`src/rtl/debug_responder.sv`:
```
// debug_responder: byte-oriented debug monitor for a pipelined CPU.
// Commands arrive one byte at a time. The block answers with register, latch
// or PC dumps, loads programs into instruction memory and controls the CPU
// clock enable, run/step mode and reset.
//
// Optional feature: define DEBUG_RESP_TIMEOUT_EN to abort a stalled program
// load after TIMEOUT_CYCLES quiet cycles and reply 'E'.
//
// Handshakes:
//   rx: i_rx_valid is a one-cycle pulse with no backpressure. A byte is
//       consumed only in IDLE, LOAD_CNT or LOAD_DATA; in any other state it
//       is dropped.
//   tx: o_tx_start is a one-cycle request. o_tx_data is stable from that cycle
//       until i_tx_done. The next request comes exactly one cycle after
//       i_tx_done.
//
// Ports:
//   i_clk, i_rst                    clock, async active-high reset
//   i_rx_data/i_rx_valid            received command/data byte
//   o_tx_data/o_tx_start/i_tx_done  transmit byte interface
//   o_imem_we/addr/wdata            instruction-memory write port
//   o_reg_addr/i_reg_data           register-file read port (comb read)
//   i_pc, i_if_id .. i_mem_wb       CPU state to dump
//   o_cpu_en/o_step_mode/o_cpu_rst  CPU run control
module debug_responder #(
  parameter int ADDR_WIDTH      = 6,
  parameter int MAX_INSTRUCTION = 64,
  parameter int TIMEOUT_CYCLES  = 1000000
) (
  input  logic                  i_clk,
  input  logic                  i_rst,
  input  logic [7:0]            i_rx_data,
  input  logic                  i_rx_valid,
  output logic [7:0]            o_tx_data,
  output logic                  o_tx_start,
  input  logic                  i_tx_done,
  output logic                  o_imem_we,
  output logic [ADDR_WIDTH-1:0] o_imem_addr,
  output logic [31:0]           o_imem_wdata,
  output logic [4:0]            o_reg_addr,
  input  logic [31:0]           i_reg_data,
  input  logic [31:0]           i_pc,
  input  logic [63:0]           i_if_id,
  input  logic [128:0]          i_id_ex,
  input  logic [77:0]           i_ex_mem,
  input  logic [71:0]           i_mem_wb,
  output logic                  o_cpu_en,
  output logic                  o_step_mode,
  output logic                  o_cpu_rst
);

  typedef enum logic [2:0] {
    IDLE, LOAD_CNT, LOAD_DATA, TX_BYTE, TX_WAIT, TX_READY
  } state_t;

  state_t       state, state_next;
  logic [135:0] shreg;        // remaining bytes of the snapshot, LSB first
  logic [135:0] snap;
  logic [7:0]   snap_len, tx_len, byte_idx;
  logic         is_send_cmd, tx_regs, last_q, started;
  logic [7:0]   load_n, words_done;
  logic [1:0]   byte_cnt;
  logic         n_too_big, load_done, reply_err, timeout_hit;

  // Start pulses come straight from the state so they are single-cycle and
  // can never coincide with o_imem_we (only asserted in LOAD_DATA).
  assign o_tx_start = (state == TX_BYTE) || (state == TX_READY);
  // byte_idx is 0 in IDLE, so register 0 is presented when 0x01 is decoded.
  assign o_reg_addr = byte_idx[6:2];

  assign n_too_big = 32'(i_rx_data) > 32'(MAX_INSTRUCTION);
  assign load_done = (state == LOAD_DATA) && o_imem_we && (words_done + 8'd1 == load_n);
  assign reply_err = ((state == LOAD_CNT) && i_rx_valid && (i_rx_data != 8'h00)) ||
                     (timeout_hit && !load_done);

  // Snapshot source and length for the send commands, zero-extended to bytes.
  always_comb begin
    snap        = '0;
    snap_len    = 8'd0;
    is_send_cmd = 1'b0;
    case (i_rx_data)
      8'h01: begin snap_len = 8'd128; is_send_cmd = 1'b1; end
      8'h02: begin snap = {72'd0, i_if_id};   snap_len = 8'd8;  is_send_cmd = 1'b1; end
      8'h03: begin snap = {7'd0, i_id_ex};    snap_len = 8'd17; is_send_cmd = 1'b1; end
      8'h04: begin snap = {58'd0, i_ex_mem};  snap_len = 8'd10; is_send_cmd = 1'b1; end
      8'h05: begin snap = {64'd0, i_mem_wb};  snap_len = 8'd9;  is_send_cmd = 1'b1; end
      8'h0B: begin snap = {104'd0, i_pc};     snap_len = 8'd4;  is_send_cmd = 1'b1; end
      default: ;
    endcase
  end

`ifdef DEBUG_RESP_TIMEOUT_EN
  localparam int TO_W = $clog2(TIMEOUT_CYCLES + 1);
  logic [TO_W-1:0] quiet_cnt;
  logic            in_load;

  assign in_load     = (state == LOAD_CNT) || (state == LOAD_DATA);
  assign timeout_hit = in_load && !i_rx_valid && (quiet_cnt == TO_W'(TIMEOUT_CYCLES - 1));

  always_ff @(posedge i_clk or posedge i_rst) begin
    if (i_rst)                      quiet_cnt <= '0;
    else if (!in_load || i_rx_valid) quiet_cnt <= '0;
    else                            quiet_cnt <= quiet_cnt + TO_W'(1);
  end
`else
  logic timeout_cfg_unused;
  assign timeout_hit        = 1'b0;
  assign timeout_cfg_unused = (TIMEOUT_CYCLES > 0);
`endif

  always_ff @(posedge i_clk or posedge i_rst) begin
    if (i_rst) state <= IDLE;
    else       state <= state_next;
  end

  always_comb begin
    state_next = state;
    case (state)
      IDLE: begin
        if (i_rx_valid) begin
          if (is_send_cmd)              state_next = TX_BYTE;
          else if (i_rx_data == 8'h07)  state_next = LOAD_CNT;
          else if (i_rx_data == 8'h0D)  state_next = TX_READY;
        end
      end
      LOAD_CNT: begin
        if (timeout_hit)
          state_next = TX_READY;
        else if (i_rx_valid)
          state_next = ((i_rx_data == 8'h00) || n_too_big) ? TX_READY : LOAD_DATA;
      end
      LOAD_DATA: if (load_done || timeout_hit) state_next = TX_READY;
      TX_BYTE:   state_next = TX_WAIT;
      TX_WAIT: begin
        if (i_tx_done) begin
          if (last_q)                  state_next = IDLE;
          else if (byte_idx == tx_len) state_next = TX_READY;
          else                         state_next = TX_BYTE;
        end
      end
      TX_READY:  state_next = TX_WAIT;
      default:   state_next = IDLE;
    endcase
  end

  always_ff @(posedge i_clk or posedge i_rst) begin
    if (i_rst) begin
      o_tx_data    <= 8'd0;
      o_imem_we    <= 1'b0;
      o_imem_addr  <= '0;
      o_imem_wdata <= 32'd0;
      o_cpu_en     <= 1'b0;
      o_step_mode  <= 1'b0;
      o_cpu_rst    <= 1'b0;
      shreg        <= '0;
      tx_len       <= 8'd0;
      byte_idx     <= 8'd0;
      tx_regs      <= 1'b0;
      last_q       <= 1'b0;
      started      <= 1'b0;
      load_n       <= 8'd0;
      words_done   <= 8'd0;
      byte_cnt     <= 2'd0;
    end else begin
      o_cpu_rst <= 1'b0;
      o_imem_we <= 1'b0;
      // In step mode the enable is only ever a one-cycle pulse.
      if (o_step_mode && o_cpu_en) o_cpu_en <= 1'b0;
      if (o_imem_we) begin
        o_imem_addr <= o_imem_addr + ADDR_WIDTH'(1);
        words_done  <= words_done + 8'd1;
      end

      case (state)
        IDLE: begin
          if (i_rx_valid) begin
            if (is_send_cmd) begin
              tx_len   <= snap_len;
              tx_regs  <= (i_rx_data == 8'h01);
              byte_idx <= 8'd1;
              if (i_rx_data == 8'h01) begin
                o_tx_data <= i_reg_data[7:0];
                shreg     <= {112'd0, i_reg_data[31:8]};
              end else begin
                o_tx_data <= snap[7:0];
                shreg     <= {8'd0, snap[135:8]};
              end
            end
            case (i_rx_data)
              8'h08: begin
                o_step_mode <= 1'b0;
                if (started) o_cpu_en <= 1'b1;
              end
              8'h09: begin
                o_step_mode <= 1'b1;
                o_cpu_en    <= 1'b0;
              end
              8'h0A: if (o_step_mode) o_cpu_en <= 1'b1;
              8'h0D: begin
                o_cpu_rst <= 1'b1;
                started   <= 1'b1;
                o_cpu_en  <= !o_step_mode;
              end
              default: ;
            endcase
          end
        end
        LOAD_CNT: begin
          if (i_rx_valid && (state_next == LOAD_DATA)) begin
            load_n      <= i_rx_data;
            o_cpu_en    <= 1'b0;
            o_imem_addr <= '0;
            words_done  <= 8'd0;
            byte_cnt    <= 2'd0;
          end
        end
        LOAD_DATA: begin
          if (i_rx_valid) begin
            o_imem_wdata <= {i_rx_data, o_imem_wdata[31:8]};
            byte_cnt     <= byte_cnt + 2'd1;
            if (byte_cnt == 2'd3) o_imem_we <= 1'b1;
          end
        end
        TX_WAIT: begin
          if (i_tx_done) begin
            if (last_q) begin
              last_q   <= 1'b0;
              byte_idx <= 8'd0;
              tx_regs  <= 1'b0;
            end else if (byte_idx != tx_len) begin
              byte_idx <= byte_idx + 8'd1;
              // First byte of each register: fresh read with o_reg_addr = k.
              if (tx_regs && (byte_idx[1:0] == 2'd0)) begin
                o_tx_data <= i_reg_data[7:0];
                shreg     <= {112'd0, i_reg_data[31:8]};
              end else begin
                o_tx_data <= shreg[7:0];
                shreg     <= {8'd0, shreg[135:8]};
              end
            end
          end
        end
        default: ;
      endcase

      // Every reply ends with a single status byte sent from TX_READY.
      if ((state_next == TX_READY) && (state != TX_READY)) begin
        last_q    <= 1'b1;
        o_tx_data <= reply_err ? 8'h45 : 8'h52;
      end
    end
  end

endmodule

```
`config.mk`:
```
export PLATFORM = sky130hd
export DESIGN_NAME = debug_responder
export DESIGN_NICKNAME = d
export VERILOG_FILES = /design/src/rtl/debug_responder.sv
export SDC_FILE = /design/constraint.sdc
export NUM_CORES = 1
export LEC_CHECK = 0
export CORE_AREA = 2 2 185 187
export DETAILED_ROUTE_END_ITERATION = 8
export DIE_AREA = 0 0 187 189
export GPL_ROUTABILITY_DRIVEN = 0
export GPL_TIMING_DRIVEN = 0
export PLACE_DENSITY_LB_ADDON = 0.25
export RECOVER_POWER = 100
export SLEW_MARGIN = 10
export SYNTH_ARGS = -nofsm -noshare
export SYNTH_HDL_FRONTEND = slang
export SYNTH_SLANG_ARGS = --single-unit
```
`constraint.sdc`:
```
create_clock -name i_clk -period 8.65 [get_ports i_clk]
set_input_delay 1.2975 -clock i_clk [delete_from_list [all_inputs] [get_ports i_clk]]
set_output_delay 1.2975 -clock i_clk [all_outputs]
set_load 0.05 [all_outputs]
```
After elaboration in Yosys (flattened, before gate mapping) --
Cells that the tools add are included.
Word-level totals: output and inout port bits 56, word-level logic and storage cells 162, flip-flop bits (word level) 226
Operators by class: add/sub/neg operators 4, reduce and logical (&&, ||, !) cells 34, eq/ne operators 37, order comparisons 1, mux-type cells 69
Operators by type and width (count):
- 136-bit 2-to-1 mux | 5
- 129-bit one-hot mux with 5 select lines | 1
- 136-bit one-hot mux with 2 select lines | 1
- 128-bit 2-to-1 mux | 1
- 8-bit 2-to-1 mux | 16
- 121-bit 2-to-1 mux | 1
- 8-bit one-hot mux with 6 select lines | 1
- 8-bit by 4-bit equality test with 1-bit output (second input constant) | 5
- 8-bit one-hot mux with 2 select lines | 2
- 3-bit 2-to-1 mux | 10
- 8-bit by 3-bit equality test with 1-bit output (second input constant) | 3
- 3-bit inequality test (second input constant) | 7
- 1-bit 2-to-1 mux | 19
- 6-bit 2-to-1 mux | 3
- 8-bit by 1-bit adder with 8-bit output (second input constant) | 2
- 8-bit by 2-bit equality test with 1-bit output (second input constant) | 2
- 8-bit equality test | 2
- 3-bit one-hot mux with 5 select lines | 1
- 2-bit inequality test (second input constant) | 7
- 3-bit AND reduction | 4
- 6-bit AND reduction | 2
- 5-bit AND reduction | 2
- 2-bit nonzero test | 5
- 3-bit by 2-bit equality test with 1-bit output (second input constant) | 3
- other kinds (25) | 40

Logic depth before layout (Yosys ltp) --
Gate-level depths: netlist (run 1).
word-level depth 10, depth in mapped cells 11

Worst setup path before layout (run 1) --
Ideal clock, no wire load.
path kind input to register, start point input port i_rx_data[4], end point register byte_idx[7], cell stages on the path 8, arrival 3259 ps, setup slack 5313 ps, setup time 79 ps, cells stage by stage or4_1 buf_6 nor2_8 a22oi_4 or3_1 clkbuf_2 or4_1 a21oi_1
On the way: cells in the longest elaborated chain, start to end 5, elaborated cells on any way between the ends 10, classes of those cells eq/ne (7); mux (1); reduce/logical (2)
Ends and longest elaborated chain:
- start: declaration | line 32 | input logic [7:0] i_rx_data,
- 8-bit by 1-bit equality test with 1-bit output, or another cell as far along | line 81 | case (i_rx_data)
- 6-bit OR reduction (no source line) *
- 1-bit 2-to-1 mux * | line 81
- 2-bit inequality test (no source line) *
- 5-bit AND reduction (no source line) *
- end signal: assignment | line 231 | byte_idx <= byte_idx + 8'd1;
- end: declaration | line 59 | logic [7:0] snap_len, tx_len, byte_idx;
Every way passes the cells marked *; elsewhere a longest branch is shown, timed or not. A chain may end at the register's enable or synchronous reset.

Worst setup path after layout (run 1) --
start point input port i_rx_data[4], end point register shreg[28]
On the way: cells in the longest elaborated chain, start to end 6, elaborated cells on any way between the ends 15, classes of those cells eq/ne (7); mux (6); reduce/logical (2)
Ends and longest elaborated chain:
- 8-bit by 4-bit equality test with 1-bit output, or another cell as far along | line 81
- 129-bit one-hot mux with 5 select lines | line 81
- 121-bit 2-to-1 mux | line 181 | if (i_rx_data == 8'h01) begin
- 136-bit 2-to-1 mux | line 177 | if (is_send_cmd) begin
- 136-bit 2-to-1 mux | line 176 | if (i_rx_valid) begin
- 136-bit one-hot mux with 2 select lines | line 174 | case (state)
- end signal: assignment | line 183 | shreg <= {112'd0, i_reg_data[31:8]};
- end signal: assignment | line 186 | shreg <= {8'd0, snap[135:8]};
- end signal: assignment | line 235 | shreg <= {112'd0, i_reg_data[31:8]};
- end: declaration | line 57 | logic [135:0] shreg;
Parallel ways exist; a longest one is shown, timed or not. The select of a mux whose other input is x is not followed.

==> summary.txt, run 1 <==
Status
  • Result of the run: finished with violations
  • Violations in the final reports: max-capacitance violations, max-slew violations

STA
  • Final Setup Violations: 0
  • Pin slew with the least headroom to its limit: 2.873 ns
  • Post-route minimum period: 6.331 ns
  • Number of failing hold endpoints at the final stage: 0
  • Smallest setup slack after layout: 2.319 ns
  • Final cycle utilization of the critical path: 73.19%
  • Max Freq: 158.0 MHz
  • Setup repair after global routing missed its margin: no
  • Max-slew violation count: 75
  • Remaining max-slew budget at the tightest pin: -92.56%
  • Final TNS setup: 0 ns
  • Setup clock skew after layout: 0.01276 ns

Drt
  • Routed wire length per instance: 23.76 um
  • Drt first pass iters: 7
  • Number of violations reported at the end of detailed-routing iteration 0: 1309
  • WL final: 52780 um
  • Post-route DRC: 0
  • Via density per instance: 5.683
  • Vias: 12620
  • Number of nets with antenna violations after detailed routing: 0

Worst setup path
  • Data arrival time of the critical path: 6.77 ns
  • Data required time at the worst endpoint: 9.09 ns
  • Dominant cell type by count on the critical path: sky130_fd_sc_hd__clkbuf_1
  • Critical path, cell by cell: dlygate4sd3_1, or4_1, clkbuf_1, nor4_1, clkbuf_1, clkbuf_1, a22oi_1, a21oi_1, a21oi_1, o21ai_0
  • Cell type of the slowest stage on the worst timing path: sky130_fd_sc_hd__nor4_1
  • Delay-heaviest family, CP: simple AND/OR/NAND/NOR gates
  • Critical path peak fanout: 10
  • Launch point of the worst reg-to-reg path: state[2]
  • First element of the critical path: i_rx_data[4]
  • Slowest Stage Delay on Critical Path: 1.93 ns
  • Nature of the critical path startpoint: primary input
  • Start-to-end type of the worst setup path: in -> reg
  • Worst setup EP type: register
  • Reg2reg setup slack: 5.02 ns
  • Number of buffer and inverter stages on the critical path: 4

Power
  • VDD IR-drop max: 0.1545 mV
  • Switching power as a share of total power: 39.19%
  • Total Power Consumption: 0.004243 W
  • Clock network fraction of total power: 26.2%
  • Sequential group share of total power: 33.4%
  • Power per cell area: 240.5 nW/um^2
  • Cell Int Power: 0.002580 W
  • Pleak: 6.937 nW
  • Combinational group share of total power: 40.4%
  • Switching power of the nets: 0.001663 W

Clocking
  • CTS tree: done
  • Postcts setup bufs: 0
  • Num Clock Sinks: 209
  • Number of buffers on the longest clock path: 3
  • Worst skew pair latency: 0.52 ns
  • Post_cts resized: 0
  • Number of clock buffers inserted by TritonCTS: 24
  • Root cell of the clock tree: sky130_fd_sc_hd__clkbuf_16
  • Reg clk slew, reported paths: 0.06 ns
  • Deepest level of the CTS H-tree: 1
  • Post-CTS Hold Fix Bufs: 0

Yosys
  • Count of state elements after synthesis: 209
  • Post-synth EDFFs: 0
  • Number of instances in the synthesized netlist: 1251
  • Dominant synthesized flop cell: sky130_fd_sc_hd__dfrtp_1
  • Synthesized net count: 1675
  • Mapped Avg Cell Area: 9.184 sq um
  • Cell area after synthesis: 11490 sq um
  • Count of synthesis-stage warnings from yosys: 0
  • Number of unique standard cell types used by synthesis: 70
  • Share of async-settable or async-resettable flops after synthesis: 100.0%
  • Sequential fraction of the synthesis area: 45.52%

Die
  • Height of the chip: 189 um
  • Placeable Area: 33280 sq um
  • Starting density of the core: 34.52%
  • Die Span X: 187 um
  • Number of cell rows: 67
  • Ports: 475
  • Die footprint: 35340 sq um

Hold path
  • Path type of the worst min-delay path: reg -> reg
  • Hold path startpoint: shreg[116]

Finish
  • Synth-to-layout area growth: 53.54%
  • Share of final-layout standard cells stronger than drive strength 1: 6.557%
  • Fillers: 3052
  • Register area: 5230 sq um
  • Number of nets in the layout: 2176
  • Area occupied by multi-input gates: 5660 sq um

Global route
  • Remaining global-route overflow: 0
  • First-pass GRT wire length: 77840 um
  • Vias in the first global route: 12630
  • Initial antenna violation count: 10
  • Maximum number of pins on one net before global-route repair: 83
  • GR Util All Layers: 28.93%

Placement
  • Post-place setup slack: 3.510 ns
  • Post-detailed-placement half-perimeter wirelength: 41260 um
  • IO buf count: 473

Flow run
  • Number of max-capacitance violations reported: 3
==> power by group through the flow <==
stage                     clock [W]  sequential (W)  combinational [W]
after global placement            0         0.00143            0.00172
after detailed placement          0         0.00144            0.00175
after CTS                   0.00113         0.00142            0.00176
after floorplan                   0         0.00174           0.000711
after global routing        0.00116         0.00145            0.00183
final                       0.00111         0.00142            0.00171
==> Yosys cell counts (all sizes together), types with 5 or more instances <==
master  count  area share, %
dfrtp     209             46
nand2     168            5.5
a22oi     160             11
a21oi     107            4.7
o21ai      96            4.2
nor2       76            2.6
clkbuf     74            2.4
nand3      52            2.3
buf        43            2.0
mux2       43            4.2
a221oi     26            2.0
a222oi     23            2.0
xnor2      21            1.6
xor2       15            1.1
inv        13           0.42
nand4       9           0.49
nor4        9           0.68
and3        8           0.44
o221ai      8           0.61
mux2i       7           0.61
nand2b      6           0.33
nor3        6           0.30
o22ai       6           0.33
a211oi      5           0.33
and2        5           0.27
ha          5           0.54
==> cell usage in the layout (no fill, tap or decap), types with 6 or more instances in the layout <==
| master | instances |
|---|---|
| sky130_fd_sc_hd__buf_2 | 18 |
| sky130_fd_sc_hd__nand2b_1 | 6 |
| sky130_fd_sc_hd__o21ai_0 | 94 |
| sky130_fd_sc_hd__clkbuf_1 | 93 |
| sky130_fd_sc_hd__buf_1 | 6 |
| sky130_fd_sc_hd__xor2_1 | 15 |
| sky130_fd_sc_hd__o22ai_1 | 6 |
| sky130_fd_sc_hd__mux2i_1 | 7 |
| sky130_fd_sc_hd__xnor2_1 | 21 |
| sky130_fd_sc_hd__a222oi_1 | 23 |
| sky130_fd_sc_hd__inv_1 | 12 |
| sky130_fd_sc_hd__nand2_1 | 168 |
| sky130_fd_sc_hd__o221ai_1 | 8 |
| sky130_fd_sc_hd__and3_1 | 8 |
| sky130_fd_sc_hd__clkdlybuf4s50_1 | 414 |
| sky130_fd_sc_hd__nand4_1 | 9 |
| sky130_fd_sc_hd__dfrtp_1 | 209 |
| sky130_fd_sc_hd__nand3_1 | 52 |
| sky130_fd_sc_hd__clkbuf_16 | 25 |
| sky130_fd_sc_hd__nor3_1 | 6 |
| sky130_fd_sc_hd__a22oi_1 | 160 |
| sky130_fd_sc_hd__buf_4 | 6 |
| sky130_fd_sc_hd__mux2_2 | 42 |
| sky130_fd_sc_hd__dlygate4sd3_1 | 59 |
| sky130_fd_sc_hd__nor2_1 | 75 |
| sky130_fd_sc_hd__a21oi_1 | 107 |
| sky130_fd_sc_hd__a221oi_1 | 25 |
| sky130_fd_sc_hd__nor4_1 | 9 |
==> cell families after synthesis <==
kind of cell | after synthesis | synth area share [%]
AO/OA/AOI/OAI | 459 | 26.78
XOR/XNOR | 36 | 2.744
adder cells (fa/ha/maj) | 5 | 0.5445
buffers and inverters | 130 | 4.868
flip-flops | 209 | 45.52
multiplexers | 50 | 4.824
AND/OR/NAND/NOR | 362 | 14.72
==> sequential cells by signal (all words and copies together), names as in the netlist, 2 cells and up <==
name,flops
shreg,121
o_imem_wdata,32
byte_idx,8
load_n,8
o_tx_data,8
words_done,8
o_imem_addr,6
tx_len,6
state,3
byte_cnt,2
==> layout make-up <==
class	count	area share, %
Multi-Input combinational cell	912	32.09
Sequential cell	209	29.65
Timing Repair Buffer	475	27.15
Clock buffer	34	3.851
Tap cell	448	3.177
Buffer	117	2.787
Clock inverter	9	0.9645
Inverter	13	0.2837
Antenna cell	4	0.05674
==> path summary, 6_finish.rpt <==
| check | cells after the start | to |
|---|---|---|
| max | 10 | shreg[28] |
| min | 2 | shreg[116] |
| max reg2reg | 7 | shreg[58] |
| min reg2reg | 2 | shreg[116] |
| max in group asynchronous | 2 | o_imem_wdata[4] |
| min in group asynchronous | 2 | shreg[21] |
==> per-stage QoR <==
step / std cells / hold WS, ns / util, % / cell area (sq um)
2_1_floorplan: 1251 / 0.4346 / - / 11490
3_3_place_gp: 2172 / 0.4534 / 50.43 / 16780
3_5_place_dp: 2174 / 0.4547 / 50.62 / 16850
4_1_cts: 2217 / 0.4730 / 53.17 / 17700
5_1_grt: 2218 / 0.4919 / 52.99 / 17630
6_report: 2221 / 0.4741 / 53.01 / 17640
==> tightest hold or removal path, stage by stage (launching register included) <==
cell,delay [ns]
sky130_fd_sc_hd__dfrtp_1,0.34
sky130_fd_sc_hd__nand2_1,0.05
sky130_fd_sc_hd__nand2_1,0.05
==> metal layers <==
metal | track usage, % | part of all wire (%)
met1 | 37.93 | 42
met2 | 47.80 | 46
met3 | 7.507 | 9.5
met4 | 7.112 | 2.4
met5 | 0 | 0.13
No activity file was read; power rests on OpenSTA's default activity.
==> run 2: changes to the inputs <==
==> constraint.sdc (replaced) <==
create_clock -name i_clk -period 5.94 [get_ports i_clk]
set_input_delay 0.891 -clock i_clk [delete_from_list [all_inputs] [get_ports i_clk]]
set_output_delay 0.891 -clock i_clk [all_outputs]
set_load 0.05 [all_outputs]
==> run 2 against run 1 <==
Compared with the run above: the run still ends with max-capacitance violations, max-slew violations left; sequential share of layout area barely moved; critical path type unchanged; largest power group unchanged; cell count rose by 0.14%; clock skew rose by 0.0055 ns; die area did not move; wire length barely moved; critical path depth did not move; sequential cell count did not move.
==> summary.txt, run 2 (synthesis gave the netlist of run 1 again) <==
Status
  • Result of the run: finished with violations (unchanged)
  • Violations in the final reports: max-capacitance violations, max-slew violations (unchanged)

Power
  • Power per cell area: 349.3 nW/um^2 (was 240.5 nW/um^2)
  • Total Power Consumption: 0.006172 W (was 0.004243 W)
  • VDD IR-drop max: 0.1996 mV (was 0.1545 mV)
  • Pleak: 6.941 nW (was 6.937 nW)

Clocking
  • Deepest level of the CTS H-tree: 1 (unchanged)
  • Post-CTS Hold Fix Bufs: 0 (unchanged)
  • Postcts setup bufs: 0 (unchanged)
  • Number of clock buffers inserted by TritonCTS: 24 (unchanged)
  • Post_cts resized: 0 (unchanged)
  • Number of buffers on the longest clock path: 3 (unchanged)
  • Reg clk slew, reported paths: 0.06 ns (about the same)
  • Num Clock Sinks: 209 (unchanged)
  • Worst skew pair latency: 0.52 ns (about the same)
  • CTS tree: done (unchanged)
  • Root cell of the clock tree: sky130_fd_sc_hd__clkbuf_16 (unchanged)

Drt
  • Via density per instance: 5.609 (was 5.683)
  • Routed wire length per instance: 23.74 um (was 23.76 um)
  • Top sig layer: met5 (unchanged)
  • Met3 WL post-DR: 5150 um (was 4988 um)
  • Length of routed met2 wiring: 24140 um (was 24390 um)
  • WL final: 52800 um (was 52780 um)
  • Vias: 12480 (was 12620)
  • Number of violations reported at the end of detailed-routing iteration 0: 1200 (was 1309)
  • Metal1 wirelength: 21940 um (was 22050 um)
  • Number of nets with antenna violations after detailed routing: 0 (unchanged)
  • Post-route DRC: 0 (unchanged)
  • Drt first pass iters: 6 (was 7)

Finish
  • Number of nets in the layout: 2180 (was 2176)
  • Share of final-layout standard cells stronger than drive strength 1: 6.377% (was 6.557%)
  • Commonest non-fill, non-tap cells in the layout: sky130_fd_sc_hd__clkdlybuf4s50_1 (414), sky130_fd_sc_hd__dfrtp_1 (209), sky130_fd_sc_hd__nand2_1 (168), sky130_fd_sc_hd__a22oi_1 (160), sky130_fd_sc_hd__a21oi_1 (107) (unchanged)
  • Number of flip-flops under the largest register name: 121 (unchanged)
  • Number of non-filler instances in the completed layout: 2224 (was 2221)
  • Most common cell after layout, fill and taps aside: sky130_fd_sc_hd__clkdlybuf4s50_1 (unchanged)
  • Synth-to-layout area growth: 53.80% (was 53.54%)
  • Top register by number of flip-flops: shreg (unchanged)
  • Area occupied by multi-input gates: 5682 sq um (was 5660 sq um)
  • Largest registers: shreg (121), o_imem_wdata (32) (unchanged)
  • Register area: 5230 sq um (unchanged)
  • Fillers: 3105 (was 3052)

STA
  • Final Setup Violations: 0 (unchanged)
  • Post-route minimum period: 5.117 ns
  • Max Freq: 195.4 MHz
  • Pin slew with the least headroom to its limit: 2.086 ns (was 2.873 ns)
  • Final Hold Slack: 0.4703 ns (was 0.4741 ns)
  • Final cycle utilization of the critical path: 86.15%
  • Remaining max-slew budget at the tightest pin: -39.05% (was -92.56%)
  • Number of failing hold endpoints at the final stage: 0 (unchanged)
  • Final TNS setup: 0 ns (unchanged)
  • Max-slew violation count: 97 (was 75)
  • Setup repair after global routing missed its margin: no (unchanged)
  • Setup clock skew after layout: 0.01822 ns (was 0.01276 ns)

Global route
  • GR Util All Layers: 29.07% (was 28.93%)
  • Initial antenna violation count: 5 (was 10)
  • First-pass GRT wire length: 77890 um (was 77840 um)
  • Vias in the first global route: 12690 (was 12630)
  • Maximum number of pins on one net before global-route repair: 40 (was 83)
  • Remaining global-route overflow: 0 (unchanged)

Die
  • Number of cell rows: 67 (unchanged)
  • Height of the chip: 189 um (unchanged)
  • Ports: 475 (unchanged)
  • Die Span X: 187 um (unchanged)
  • Die footprint: 35340 sq um (unchanged)
  • Starting density of the core: 34.52% (unchanged)
  • Placeable Area: 33280 sq um (unchanged)

Placement
  • Number of cells after detailed placement: 2178 (was 2174)
  • IO buf count: 473 (unchanged)
  • Post-detailed-placement half-perimeter wirelength: 41380 um (was 41260 um)

Worst setup path
  • Number of buffer and inverter stages on the critical path: 4 (unchanged)
  • Data required time at the worst endpoint: 6.36 ns (was 9.09 ns)
  • Critical path, cell by cell: dlygate4sd3_1, or4_1, clkbuf_1, nor4_2, clkbuf_1, buf_2, a22oi_1, nand3_1, nand3_1, o211ai_1 (was dlygate4sd3_1, or4_1, clkbuf_1, nor4_1, clkbuf_1, clkbuf_1, a22oi_1, a21oi_1, a21oi_1, o21ai_0)
  • Worst setup EP type: register (unchanged)
  • Critical path peak fanout: 10 (unchanged)
  • Slowest Stage Delay on Critical Path: 1.01 ns (was 1.93 ns)
  • Cell type of the slowest stage on the worst timing path: sky130_fd_sc_hd__nor4_2 (was sky130_fd_sc_hd__nor4_1)
  • Nature of the critical path startpoint: primary input (unchanged)
  • Delay-heaviest family, CP: buffers and inverters (was simple AND/OR/NAND/NOR gates)
  • Start-to-end type of the worst setup path: in -> reg (unchanged)
  • Data arrival time of the critical path: 5.54 ns (was 6.77 ns)

Hold path
  • Path type of the worst min-delay path: reg -> reg (unchanged)

Flow run
  • Number of max-capacitance violations reported: 3 (unchanged)
[run 2: worst paths after layout]
kind                              startpoint  slack [ns]           end  cells after the start
worst max-delay path            i_rx_data[4]        0.82  o_tx_data[1]                     10
worst min-delay path              shreg[116]        0.47    shreg[116]                      2
worst max register to register   byte_idx[0]        2.07      shreg[8]                      8
worst min register to register    shreg[116]        0.47    shreg[116]                      2
max in group asynchronous              i_rst        1.79    shreg[114]                      4
min in group asynchronous              i_rst        0.96     shreg[26]                      2
[run 2: final cells by class]
cell class	instances	share of cell area (%)
Buffer	117	2.733
Multi-Input combinational cell	912	32.15
Antenna cell	4	0.05665
Tap cell	448	3.172
Clock inverter	10	1.041
Inverter	13	0.2832
Sequential cell	209	29.60
Clock buffer	32	3.859
Timing Repair Buffer	479	27.10
[run 2: per-layer routing]
layer	GRT usage, %	up-vias
li1	-	5682
met1	37.64	6057
met2	46.97	643
met3	8.860	91
met4	8.394	2
met5	0	-
[run 2: metrics by stage]
step / setup WS (ns) / utilization (%) / area [sq um]
after global routing: 0.7923 / 53.07 / 17660
after global placement: 0.6633 / 50.45 / 16790
final: 0.8227 / 53.10 / 17670
after floorplan: 2.335 / - / 11490
after CTS: 1.671 / 53.41 / 17770
after detailed placement: 1.157 / 50.81 / 16910
[run 2: power by group]
group	leakage (nW)	internal [W]	switching, W	total [W]
Clock	0.418	0.00102	0.000597	0.00162
Combinational	3.77	0.000966	0.00153	0.00249
Sequential	2.75	0.00178	0.000284	0.00206
[run 2: tightest hold or removal path, stage by stage (launching register included)]
cell	delay (ns)
sky130_fd_sc_hd__dfrtp_1	0.34
sky130_fd_sc_hd__nand2_1	0.05
sky130_fd_sc_hd__nand2_1	0.05
